### src/rtl/header_ws.vh
// Array geometry shared by the weight-stationary matmul path.
// ROWS : number of array rows, which is also the number of feeder lanes.
`ifndef HEADER_WS_VH
`define HEADER_WS_VH
`define ROWS 4
`endif

### src/rtl/matmul_feeder_pkg.sv
// Shared types and constants for the matmul input feeder.
// Provides: feeder_state_t (FSM states) and LANE_W, which is the full
// input-vector width for the default word size.
`include "header_ws.vh"

package matmul_feeder_pkg;

  typedef enum logic [1:0] {
    ST_IDLE,
    ST_RUN,
    ST_DRAIN
  } feeder_state_t;

  localparam int WORD_SIZE_DEF = 16;
  localparam int LANE_W        = `ROWS * WORD_SIZE_DEF;

endpackage

### src/rtl/matmul_input_feeder_skew.sv
// skew_delay_line: fixed-depth shift register that delays one lane of the
// feeder output, including the lane's valid bit.
// Ports: clk, clr (synchronous clear of all stages), din, dout (din delayed
// by DEPTH cycles).
module skew_delay_line #(
  parameter int DEPTH = 1,
  parameter int WIDTH = 1
) (
  input  logic             clk,
  input  logic             clr,
  input  logic [WIDTH-1:0] din,
  output logic [WIDTH-1:0] dout
);

  logic [WIDTH-1:0] stage [DEPTH];

  always_ff @(posedge clk) begin
    if (clr) begin
      for (int i = 0; i < DEPTH; i++) stage[i] <= '0;
    end else begin
      stage[0] <= din;
      for (int i = 1; i < DEPTH; i++) stage[i] <= stage[i-1];
    end
  end

  assign dout = stage[DEPTH-1];

endmodule

### src/rtl/matmul_input_feeder.sv
// matmul_input_feeder: buffers activation vectors in a FIFO and, on start,
// issues vec_count of them into the systolic array's left edge. Each vector
// is held for ISSUE_INTERVAL cycles, and lane r is skewed by r cycles.
// Ports:
//   clk, rst            clock, synchronous active-high reset
//   in_valid/in_ready   input vector handshake, in_vec = ROWS words
//   start, vec_count    run request and run length (sampled together)
//   busy, done          run in progress / end-of-run pulse
//   act_out, act_valid  skewed per-row word and valid
//   bubble_cnt          bubble slots in the current run (only with
//                       INPUT_FEEDER_BUBBLE_CNT_EN defined)
//
// State | meaning
// IDLE  | waiting for start; a zero-length run only pulses done
// RUN   | issuing slots; a slot with an empty FIFO is an uncounted bubble
// DRAIN | ROWS-1 cycles letting the skew lines empty before done
`include "header_ws.vh"

module matmul_input_feeder
  import matmul_feeder_pkg::*;
#(
  parameter int WORD_SIZE      = 16,
  parameter int DEPTH          = 8,
  parameter int ISSUE_INTERVAL = 2,
  parameter int CNT_WIDTH      = 8
) (
  input  logic                        clk,
  input  logic                        rst,
  input  logic                        in_valid,
  output logic                        in_ready,
  input  logic [`ROWS*WORD_SIZE-1:0]  in_vec,
  input  logic                        start,
  input  logic [CNT_WIDTH-1:0]        vec_count,
  output logic                        busy,
  output logic                        done,
  output logic [`ROWS*WORD_SIZE-1:0]  act_out,
  output logic [`ROWS-1:0]            act_valid
`ifdef INPUT_FEEDER_BUBBLE_CNT_EN
  ,
  output logic [15:0]                 bubble_cnt
`endif
);

  localparam int LW = `ROWS * WORD_SIZE;
  localparam int AW = (DEPTH > 1) ? $clog2(DEPTH) : 1;
  localparam int SW = (ISSUE_INTERVAL > 1) ? $clog2(ISSUE_INTERVAL) : 1;
  localparam int DW = $clog2(`ROWS) + 1;

  // FIFO
  logic [LW-1:0] mem [DEPTH];
  logic [AW-1:0] wr_ptr, rd_ptr;
  logic [AW:0]   occ;
  logic          full, empty, push, pop;

  // full is taken from pre-pop occupancy, so a full FIFO refuses a push
  // even in a cycle where it is also popped.
  assign full     = (occ == (AW+1)'(DEPTH));
  assign empty    = (occ == '0);
  assign in_ready = !full;
  assign push     = in_valid && !full;

  always_ff @(posedge clk) begin
    if (push) mem[wr_ptr] <= in_vec;
  end

  always_ff @(posedge clk) begin
    if (rst) begin
      wr_ptr <= '0;
      rd_ptr <= '0;
      occ    <= '0;
    end else begin
      if (push) wr_ptr <= wr_ptr + 1'b1;
      if (pop)  rd_ptr <= rd_ptr + 1'b1;
      if (push && !pop)      occ <= occ + 1'b1;
      else if (!push && pop) occ <= occ - 1'b1;
    end
  end

  // Control
  feeder_state_t        state, state_nxt;
  logic [CNT_WIDTH-1:0] remaining, rem_nxt;
  logic [SW-1:0]        slot_cnt, slot_nxt;
  logic [DW-1:0]        drain_cnt, drain_nxt;
  logic [LW-1:0]        issue_vec, issue_vec_nxt;
  logic                 issue_valid, issue_valid_nxt;
  logic                 zero_pend, zero_nxt, done_nxt;

  always_ff @(posedge clk) begin
    if (rst) begin
      state       <= ST_IDLE;
      remaining   <= '0;
      slot_cnt    <= '0;
      drain_cnt   <= '0;
      issue_vec   <= '0;
      issue_valid <= 1'b0;
      zero_pend   <= 1'b0;
      done        <= 1'b0;
      busy        <= 1'b0;
    end else begin
      state       <= state_nxt;
      remaining   <= rem_nxt;
      slot_cnt    <= slot_nxt;
      drain_cnt   <= drain_nxt;
      issue_vec   <= issue_vec_nxt;
      issue_valid <= issue_valid_nxt;
      zero_pend   <= zero_nxt;
      done        <= done_nxt;
      // One cycle behind the state so busy covers the done cycle.
      busy        <= (state != ST_IDLE);
    end
  end

  always_comb begin
    state_nxt       = state;
    rem_nxt         = remaining;
    slot_nxt        = slot_cnt;
    drain_nxt       = drain_cnt;
    issue_vec_nxt   = issue_vec;
    issue_valid_nxt = issue_valid;
    zero_nxt        = 1'b0;
    done_nxt        = zero_pend;
    pop             = 1'b0;
    case (state)
      ST_IDLE: begin
        if (start) begin
          rem_nxt  = vec_count;
          slot_nxt = '0;
          if (vec_count == '0) zero_nxt  = 1'b1;
          else                 state_nxt = ST_RUN;
        end
      end
      ST_RUN: begin
        if (slot_cnt == '0) begin
          if (remaining == '0) begin
            issue_vec_nxt   = '0;
            issue_valid_nxt = 1'b0;
            if (`ROWS == 1) begin
              done_nxt  = 1'b1;
              state_nxt = ST_IDLE;
            end else begin
              drain_nxt = DW'(`ROWS - 1);
              state_nxt = ST_DRAIN;
            end
          end else begin
            slot_nxt = SW'(ISSUE_INTERVAL - 1);
            if (!empty) begin
              pop             = 1'b1;
              issue_vec_nxt   = mem[rd_ptr];
              issue_valid_nxt = 1'b1;
              rem_nxt         = remaining - 1'b1;
            end else begin
              issue_vec_nxt   = '0;
              issue_valid_nxt = 1'b0;
            end
          end
        end else begin
          slot_nxt = slot_cnt - 1'b1;
        end
      end
      ST_DRAIN: begin
        if (drain_cnt == DW'(1)) begin
          done_nxt  = 1'b1;
          state_nxt = ST_IDLE;
        end else begin
          drain_nxt = drain_cnt - 1'b1;
        end
      end
      default: state_nxt = ST_IDLE;
    endcase
  end

`ifdef INPUT_FEEDER_BUBBLE_CNT_EN
  logic bubble_slot, run_start;

  assign bubble_slot = (state == ST_RUN) && (slot_cnt == '0) &&
                       (remaining != '0) && empty;
  assign run_start   = (state == ST_IDLE) && start;

  always_ff @(posedge clk) begin
    if (rst || run_start)                       bubble_cnt <= '0;
    else if (bubble_slot && bubble_cnt != 16'hFFFF) bubble_cnt <= bubble_cnt + 1'b1;
  end
`endif

  // Skew: lane 0 is the issue register itself; lane r adds r stages.
  assign act_out[WORD_SIZE-1:0] = issue_vec[WORD_SIZE-1:0];
  assign act_valid[0]           = issue_valid;

  for (genvar r = 1; r < `ROWS; r++) begin : g_lane
    logic [WORD_SIZE:0] dly_out;

    skew_delay_line #(
      .DEPTH(r),
      .WIDTH(WORD_SIZE + 1)
    ) u_dly (
      .clk  (clk),
      .clr  (rst),
      .din  ({issue_valid, issue_vec[r*WORD_SIZE +: WORD_SIZE]}),
      .dout (dly_out)
    );

    assign act_out[r*WORD_SIZE +: WORD_SIZE] = dly_out[WORD_SIZE-1:0];
    assign act_valid[r]                      = dly_out[WORD_SIZE];
  end

endmodule

### config.mk
export PLATFORM = sky130hd
export DESIGN_NAME = matmul_input_feeder
export DESIGN_NICKNAME = d
export VERILOG_FILES = /design/src/rtl/matmul_feeder_pkg.sv /design/src/rtl/matmul_input_feeder_skew.sv /design/src/rtl/matmul_input_feeder.sv
export VERILOG_INCLUDE_DIRS = /design/src /design/src/rtl
export SDC_FILE = /design/constraint.sdc
export NUM_CORES = 1
export LEC_CHECK = 0
export CORE_ASPECT_RATIO = 1.25
export CORE_MARGIN = 5
export CORE_UTILIZATION = 46
export DETAILED_ROUTE_END_ITERATION = 10
export PLACE_DENSITY = 0.68
export SLEW_MARGIN = 20
export SYNTH_ARGS = -nofsm -noshare
export SYNTH_HDL_FRONTEND = slang
export SYNTH_SLANG_ARGS = --single-unit
### constraint.sdc
create_clock -name clk -period 9.36 [get_ports clk]
set_input_delay 2.808 -clock clk [delete_from_list [all_inputs] [get_ports clk]]
set_output_delay 2.808 -clock clk [all_outputs]
set_load 0.02 [all_outputs]
==> results.json, run 1 <==
{
  "status": "finished, final reports clean",
  "final-hold-violation-count": 0,
  "cp_cell_sequence": "or4b_2 -> clkdlybuf4s50_1",
  "first_pass_iters": 5,
  "async_flop_share_pct": 0,
  "cts_resized": 0,
  "worst_setup_path_end_kind": "primary output",
  "area_delta_synth_final_pct": 16.6,
  "critPathMaxFanout": 5,
  "synth_seq_area_share_pct": 75.2,
  "synthSimpleGateAreaFrac_pct": 4.45,
  "wirelength_um": 48600,
  "clk_pin_slew_ns": 0.06,
  "track_usage_pct": 16.2,
  "instances_no_fill": 2263,
  "cp.depth": 2,
  "synth_top_cell_by_area": "edfxtp_1",
  "powerDensity_nw_per_um2": 250,
  "switching_share_pct": 23.7,
  "holdPathStages": 1,
  "grt-ovfl-total": 0,
  "regToRegStartpoint": "remaining[0]",
  "arrival_ns": 2.35,
  "maxSlewViolCount": 0,
  "synth_xor_area_share_pct": 0.171,
  "place_hpwl_um": 26900,
  "critPathTopFamily": "simple AND/OR/NAND/NOR gates",
  "hp-class": "register to register",
  "intPower_mw": 5.69,
  "core-area_um2": 55000,
  "synth_cells": 1344,
  "r2r_cells": 12,
  "min_from": "g_lane[3].u_dly.stage[0][29]",
  "startpoint_type": "register",
  "netlist_area_um2": 25600,
  "grt_pass1_wl_um": 76100,
  "vdd_ir_drop_max_v": 0.000114,
  "rsz0062_at_grt": "false",
  "viasPerCell": 5.28,
  "synth_top_family_by_area": "multiplexers",
  "cts_made_buffers": 67,
  "synth-compound-area-share_pct": 3.15,
  "post_drt_wl_per_cell_um": 21.5,
  "syn-num-nets": 1430,
  "crit_slowest_cell": "or4b_2",
  "setup_viol": 0,
  "gp_congestion": 0.761,
  "cp.required_ns": 6.55,
  "layout-drive-gt1-share_pct": 17.9,
  "tightest_slew_ns": 1.05,
  "grt_max_degree": 78,
  "pwr-share-seq_pct": 49.5,
  "synthDistinctLibCells": 57,
  "crit_type": "register to primary output",
  "slew_headroom_pct": 29.8,
  "synth_top_cell_area_share_pct": 60.1,
  "nets": 1559,
  "cts_max_level": 3,
  "drtIter0Drc": 893,
  "synth-warning-count": 0,
  "synth_flop_cell": "edfxtp_1",
  "drcViolationCount": 0,
  "dp.cells": 2138,
  "p_leak_nw": 9.47,
  "start_util_pct": 46.5,
  "clockPowerShare_pct": 36.3,
  "drtAntennaViolNets": 0,
  "layout_min_cycle_time_ns": 5.15,
  "comb_power_share_pct": 14.3,
  "p_switching_mw": 1.76,
  "die_area_um2": 60500,
  "fin_tns_setup_ns": 0,
  "synth_fa_ha_area_share_pct": 0.518,
  "port_buffers": 146,
  "antenna_found_initial": 4,
  "syn_avg_cell_area_um2": 19.0,
  "synth_area_leaders": "edfxtp_1 60%, dfxtp_1 15%, mux4_2 11%",
  "synth_mux_area_share_pct": 13.9,
  "worst-r2r-setup-slack_ns": 6.02,
  "cts_tree": "done",
  "period_share_pct": 55.1,
  "fmax_mhz": 194,
  "cp_num_buf_inv": 1,
  "synth_most_common_cell": "edfxtp_1",
  "ys_seq_elements": 706,
  "max-cap-violations": 0,
  "grt_pass1_vias": 12657,
  "die_x_um": 221,
  "synth_edf_count": 512,
  "crit_path_max_incr_delay_ns": 0.77,
  "std_cell_rows": 96,
  "timing.rr.end": "occ[3]",
  "insertion_delay_ns": 0.60,
  "cts_num_sinks": 706,
  "min_to": "g_lane[3].u_dly.stage[0][46]",
  "cts_setup_buffers": 0,
  "cts_buffer_depth": 3,
  "ys_top_cells_by_count": "512 x edfxtp_1, 194 x dfxtp_1, 128 x mux4_2",
  "fin_skew_ns": 0.0216,
  "ctsHoldBuffers": 0,
  "num_vias": 11939,
  "dieHeight_um": 274,
  "root_buffer": "clkbuf_16",
  "io_pins": 147
}
per-stage QoR:
| stage | total power [mW] | utilization, % | hold slack (ns) | instance area, µm² | setup slack (ns) |
|---|---|---|---|---|---|
| 3_5_place_dp | 4.83 | 50.1 | 0.420 | 27600 | 3.44 |
| 5_1_grt | 7.80 | 54.2 | 0.446 | 29800 | 4.14 |
| 2_1_floorplan | 4.52 | - | 0.413 | 25600 | 1.41 |
| 4_1_cts | 7.54 | 54.2 | 0.435 | 29800 | 4.07 |
| 3_3_place_gp | 4.80 | 50.1 | 0.421 | 27600 | 3.48 |
| 6_report | 7.45 | 54.3 | 0.432 | 29800 | 4.21 |
placed cells by master, fill, tap and decap left out, types with 12 or more instances in the layout:
cell / n
a21oi_1: 17
buf_4: 20
clkbuf_1: 16
clkbuf_16: 70
clkdlybuf4s50_1: 145
dfxtp_1: 191
edfxtp_1: 512
inv_1: 12
mux2i_1: 66
mux4_2: 128
nand2_1: 37
nor2_1: 19
nor2b_1: 102
o21ai_0: 20
o2bb2ai_1: 48
power groups by stage:
stage | Combinational, mW | Clock, mW | Sequential, mW
finish | 1.06 | 2.70 | 3.68
global route | 1.17 | 2.92 | 3.71
CTS | 1.05 | 2.77 | 3.72
detailed placement | 1.04 | 0 | 3.78
global placement | 1.03 | 0 | 3.77
floorplan | 0.769 | 0 | 3.75
cells by family (layout without fill, tap and decap cells):
logic type,after synthesis,count (layout)
flops,706,706
simple gates,203,203
mux,195,195
buf+inv,117,300
compound gates,108,108
fa+ha+maj,10,10
xor+xnor,5,5
other cells,0,1
worst max path at each step:
stage	start	to
3_3_place_gp	in_valid	mem[4][22]
4_1_cts	in_valid	mem[4][15]
5_1_grt	occ[0]	in_ready
2_1_floorplan	in_valid	mem[2][0]
6_report	occ[0]	in_ready
3_5_place_dp	in_valid	mem[4][23]
layout make-up:
| class | instances | area [µm²] |
|---|---|---|
| Inverter | 11 | 46.3 |
| Timing Repair Buffer | 166 | 1630 |
| Fill cell | 4308 | 25200 |
| Multi-Input combinational cell | 521 | 5750 |
| Antenna cell | 1 | 2.50 |
| Clock inverter | 28 | 293 |
| Clock buffer | 95 | 1940 |
| Tap cell | 735 | 920 |
| Sequential cell | 706 | 19300 |
sequential cells by signal (all words and copies together), names as in the netlist, named ones only:
| register | count |
|---|---|
| mem | 512 |
| rd_ptr | 3 |
| busy | 1 |
| done | 1 |
| g_lane.u_dly.stage | 99 |
| issue_valid | 1 |
| state | 2 |
| remaining | 8 |
| drain_cnt | 3 |
| slot_cnt | 1 |
| wr_ptr | 3 |
| issue_vec | 64 |
| occ | 4 |
| zero_pend | 1 |
layer usage:
layer  share of wire (%)  wire length (µm)  GRT usage, %  vias to the layer above
met5               0.051                25             0                        -
met4                 1.6               801          4.95                        4
met3                 5.0              2440          3.43                       62
met2                  52             25300          28.2                      273
met1                  41             20000          20.7                     6132
li1                    -                 -             -                     5468
Power figures use the tool's default switching activity.
==> run 2, diff against run 1 <==
--- a/config.mk
+++ b/config.mk
@@ -10,7 +10,7 @@
 export CORE_MARGIN = 5
 export CORE_UTILIZATION = 46
 export DETAILED_ROUTE_END_ITERATION = 10
-export PLACE_DENSITY = 0.68
+export PLACE_DENSITY = 0.65
 export SLEW_MARGIN = 20
 export SYNTH_ARGS = -nofsm -noshare
 export SYNTH_HDL_FRONTEND = slang
==> constraint.sdc (replaced) <==
create_clock -name clk -period 4.83 [get_ports clk]
set_input_delay 1.449 -clock clk [delete_from_list [all_inputs] [get_ports clk]]
set_output_delay 1.449 -clock clk [all_outputs]
set_load 0.02 [all_outputs]
==> results.json, run 2 (synthesis results as in run 1) <==
{
  "cp_num_buf_inv": 1,
  "core-area_um2": 55000,
  "critPathTopFamily": "simple AND/OR/NAND/NOR gates",
  "rsz0062_at_grt": "false",
  "ctsHoldBuffers": 0,
  "period_share_pct": 78.5,
  "layout_min_cycle_time_ns": 3.79,
  "nets": 1557,
  "final-hold-violation-count": 0,
  "tightest_slew_ns": 1.06,
  "gp_congestion": 0.754,
  "vdd_ir_drop_max_v": 0.000249,
  "max-cap-violations": 0,
  "drtIter0Drc": 821,
  "crit_type": "register to primary output",
  "port_buffers": 146,
  "startpoint_type": "register",
  "utilization_pct": 54.3,
  "powerDensity_nw_per_um2": 478,
  "antenna_found_initial": 9,
  "first_pass_iters": 5,
  "worst-r2r-setup-slack_ns": 1.52,
  "io_pins": 147,
  "cts_num_sinks": 706,
  "hp-class": "register to register",
  "fmax_mhz": 264,
  "cts_resized": 0,
  "grt_max_degree": 66,
  "cp.required_ns": 3.38,
  "cp.depth": 2,
  "r2r_cells": 12,
  "cts_setup_buffers": 0,
  "critPathMaxFanout": 5,
  "area_delta_synth_final_pct": 16.7,
  "maxSlewViolCount": 0,
  "die_x_um": 221,
  "track_usage_pct": 16.4,
  "fin_tns_setup_ns": 0,
  "drcViolationCount": 0,
  "multi_input_area_um2": 5750,
  "status": "finished, final reports clean",
  "fin_skew_ns": 0.0278,
  "crit_start": "occ[0]",
  "final_cell_mix": "512 x edfxtp_1, 191 x dfxtp_1, 145 x clkdlybuf4s50_1",
  "num_vias": 11984,
  "crit_path_max_incr_delay_ns": 0.77,
  "start_util_pct": 46.5,
  "slew_headroom_pct": 29.0,
  "largest_reg_flops": 512,
  "grt_pass1_wl_um": 76800,
  "insertion_delay_ns": 0.59,
  "cts_buffer_depth": 3,
  "die_area_um2": 60500,
  "cp_cell_sequence": "or4b_2 -> clkdlybuf4s50_1",
  "worst_setup_path_end_kind": "primary output",
  "post_drt_wl_per_cell_um": 21.7,
  "p_leak_nw": 9.44,
  "regArea_um2": 19300,
  "layout-drive-gt1-share_pct": 18.1,
  "cts_max_level": 3,
  "endpoint": "in_ready",
  "fillers": 4290,
  "drtAntennaViolNets": 0,
  "reg_top3": "mem: 512 flops, g_lane.u_dly.stage: 99 flops, issue_vec: 64 flops",
  "cts_tree": "done",
  "layout_commonest_cell": "edfxtp_1",
  "regToRegStartpoint": "remaining[0]",
  "clk_pin_slew_ns": 0.07,
  "timing.rr.end": "occ[3]",
  "setup_viol": 0,
  "grt-ovfl-total": 0,
  "place_hpwl_um": 26100,
  "arrival_ns": 2.34,
  "cts_made_buffers": 66,
  "crit_slowest_cell": "or4b_2",
  "top_register": "mem",
  "std_cell_rows": 96,
  "dieHeight_um": 274,
  "viasPerCell": 5.30,
  "grt_pass1_vias": 12872,
  "wirelength_um": 49100,
  "root_buffer": "clkbuf_16"
}
==> run 2: cell types whose count changed in the layout (fill, tap and decap cells not counted), sizes merged <==
cell      change
bufinv        -2
clkbuf        -2
clkinv        +1
buf           -1
inv           -3
diode         +4
clkinvlp      +3
==> run 2: how the worst min path moves through the flow <==
stage               slack (ns)                         start  cells after the start                      endpoint
floorplan                 0.41                     zero_pend                      2                          done
detailed placement        0.42  g_lane[3].u_dly.stage[0][27]                      1  g_lane[3].u_dly.stage[0][44]
global route              0.45   g_lane[3].u_dly.stage[0][9]                      1  g_lane[3].u_dly.stage[0][26]
finish                    0.43   g_lane[3].u_dly.stage[0][8]                      1  g_lane[3].u_dly.stage[0][25]
global placement          0.42  g_lane[2].u_dly.stage[0][15]                      1  g_lane[2].u_dly.stage[0][32]
CTS                       0.44   g_lane[3].u_dly.stage[0][8]                      1  g_lane[3].u_dly.stage[0][25]
==> run 2: report_power, final <==
group          internal (mW)  switching [mW]
clock                   2.95            2.11
combinational          0.978            1.04
sequential              6.97           0.232
total                   10.9            3.38
==> run 2: final cells by class <==
cell class                 count  area share (%)
sequential                   706            64.5
multi-input combinational    521            19.3
clock buffer                  93            6.47
timing repair buffer         165            5.74
tap                          735            3.08
clock inverter                27           0.725
inverter                      11           0.155
antenna                        5          0.0419
==> run 2: through the flow <==
stage	cell area, µm²	hold slack (ns)	worst slack [ns]	total power [mW]	instances
2_1_floorplan	25600	0.413	-1.77	8.76	1344
3_3_place_gp	27700	0.419	0.901	9.34	2138
4_1_cts	29800	0.436	0.997	14.5	2258
6_report	29900	0.428	1.04	14.3	2263
5_1_grt	29800	0.452	0.966	14.9	2259
3_5_place_dp	27700	0.422	0.894	9.38	2138
==> run 2: metal layers <==
| metal | vias to the layer above | part of all wire [%] | wire [µm] | track usage, % |
|---|---|---|---|---|
| li1 | 5477 | - | - | - |
| met1 | 6145 | 41 | 20300 | 21.0 |
| met2 | 284 | 51 | 25200 | 28.2 |
| met3 | 68 | 5.1 | 2520 | 3.41 |
| met4 | 10 | 2.0 | 966 | 5.36 |
| met5 | - | 0.15 | 72 | 0 |
==> run 3, diff against run 2 <==
==> constraint.sdc (replaced) <==
create_clock -name clk -period 3.7 [get_ports clk]
set_input_delay 1.11 -clock clk [delete_from_list [all_inputs] [get_ports clk]]
set_output_delay 1.11 -clock clk [all_outputs]
set_load 0.02 [all_outputs]
==> results.json, run 3 (synthesis results as in run 1) <==
{
  "port_buffers": 146,
  "area_delta_synth_final_pct": 17.4,
  "r2r_cells": 12,
  "worst_setup_path_end_kind": "primary output",
  "pre_cts_slack_ns": 0.356,
  "insertion_delay_ns": 0.58,
  "final_cell_mix": "512 x edfxtp_1, 191 x dfxtp_1, 145 x clkdlybuf4s50_1",
  "startpoint_type": "register",
  "cp.required_ns": 2.59,
  "nets": 1569,
  "top_register": "mem",
  "clk_pin_slew_ns": 0.06,
  "critPathMaxFanout": 5,
  "slew_headroom_pct": 40.5,
  "cts_tree": "done",
  "largest_reg_flops": 512,
  "grt_max_degree": 69,
  "die_x_um": 221,
  "fin_tns_setup_ns": 0,
  "grt_pass1_wl_um": 76200,
  "first_pass_iters": 5,
  "layout_commonest_cell": "edfxtp_1",
  "min_to": "g_lane[3].u_dly.stage[0][45]",
  "cts_num_sinks": 706,
  "gp_congestion": 0.720,
  "max-cap-violations": 0,
  "cts_made_buffers": 68,
  "worst-r2r-setup-slack_ns": 0.43,
  "track_usage_pct": 16.2,
  "status": "finished, final reports clean",
  "fin_ws_ns": 0.259,
  "layout-drive-gt1-share_pct": 18.6,
  "drtAntennaViolNets": 0,
  "crit_type": "register to primary output",
  "p_leak_nw": 9.54,
  "layout_min_cycle_time_ns": 3.44,
  "die_area_um2": 60500,
  "fmax_mhz": 291,
  "maxSlewViolCount": 0,
  "regToRegStartpoint": "remaining[0]",
  "fillers": 4336,
  "reg_top3": "mem: 512 flops, g_lane.u_dly.stage: 99 flops, issue_vec: 64 flops",
  "vdd_ir_drop_max_v": 0.000424,
  "arrival_ns": 2.33,
  "cts_buffer_depth": 3,
  "num_vias": 12114,
  "rsz0062_at_grt": "false",
  "cts_resized": 0,
  "viasPerCell": 5.33,
  "core-area_um2": 55000,
  "antenna_found_initial": 3,
  "utilization_pct": 54.6,
  "timing.rr.end": "occ[3]",
  "grt-ovfl-total": 0,
  "drcViolationCount": 0,
  "min_from": "g_lane[3].u_dly.stage[0][28]",
  "io_pins": 147,
  "hp-class": "register to register",
  "fin_skew_ns": 0.0184,
  "period_share_pct": 93.0,
  "holdPathStages": 1,
  "drtIter0Drc": 992,
  "grt_pass1_vias": 12884,
  "place_hpwl_um": 28200,
  "tightest_slew_ns": 0.892,
  "root_buffer": "clkbuf_16",
  "ctsHoldBuffers": 0,
  "wirelength_um": 48900,
  "post_drt_wl_per_cell_um": 21.5,
  "final-hold-violation-count": 0,
  "cts_setup_buffers": 0,
  "cts_max_level": 3,
  "dieHeight_um": 274,
  "powerDensity_nw_per_um2": 628,
  "start_util_pct": 46.5,
  "std_cell_rows": 96,
  "setup_viol": 0
}
==> run 3: power by group <==
part	switching, mW	internal [mW]
registers	0.257	9.09
logic	1.42	1.30
clock network	2.76	4.05
==> run 3: worst max-delay path: stages (launching register included) <==
cell and delay (ns):
dfxtp_1 0.37, or4b_2 0.79, clkdlybuf4s50_1 0.59
==> run 3: cell type report <==
cell class,count,area [µm²],area share (%)
antenna,1,2.50,0.00832
clock buffer,92,1920,6.37
clock inverter,31,305,1.02
inverter,11,46.3,0.154
multi-input combinational,521,5780,19.2
sequential,706,19300,64.1
tap,735,920,3.06
timing repair buffer,175,1830,6.08
==> run 3: how the worst max path moves through the flow <==
stage                        start         to  slack [ns]  depth (start not counted)
final                       occ[0]   in_ready        0.26                          2
after global routing        occ[0]   in_ready        0.20                          2
after CTS                   occ[0]   in_ready        0.21                          2
after detailed placement  in_valid     occ[3]        0.36                         10
after global placement    in_valid     occ[3]        0.37                         10
after floorplan           in_valid  mem[7][0]       -0.76                          2
==> run 3: stage by stage <==
step | hold slack (ns) | area, µm² | cells | power, mW
2_1_floorplan | 0.413 | 25600 | 1344 | 11.4
3_3_place_gp | 0.415 | 27800 | 2148 | 12.2
3_5_place_dp | 0.420 | 27800 | 2148 | 12.3
4_1_cts | 0.435 | 30100 | 2271 | 19.1
5_1_grt | 0.452 | 30100 | 2272 | 19.7
6_report | 0.434 | 30100 | 2272 | 18.9
==> run 3: routing by layer <==
layer	part of all wire, %	global-route usage (%)	up-vias
met4	2.1	5.34	2
met1	41	20.7	6259
li1	-	-	5501
met5	0.014	0	-
met3	4.7	3.02	63
met2	52	28.3	289
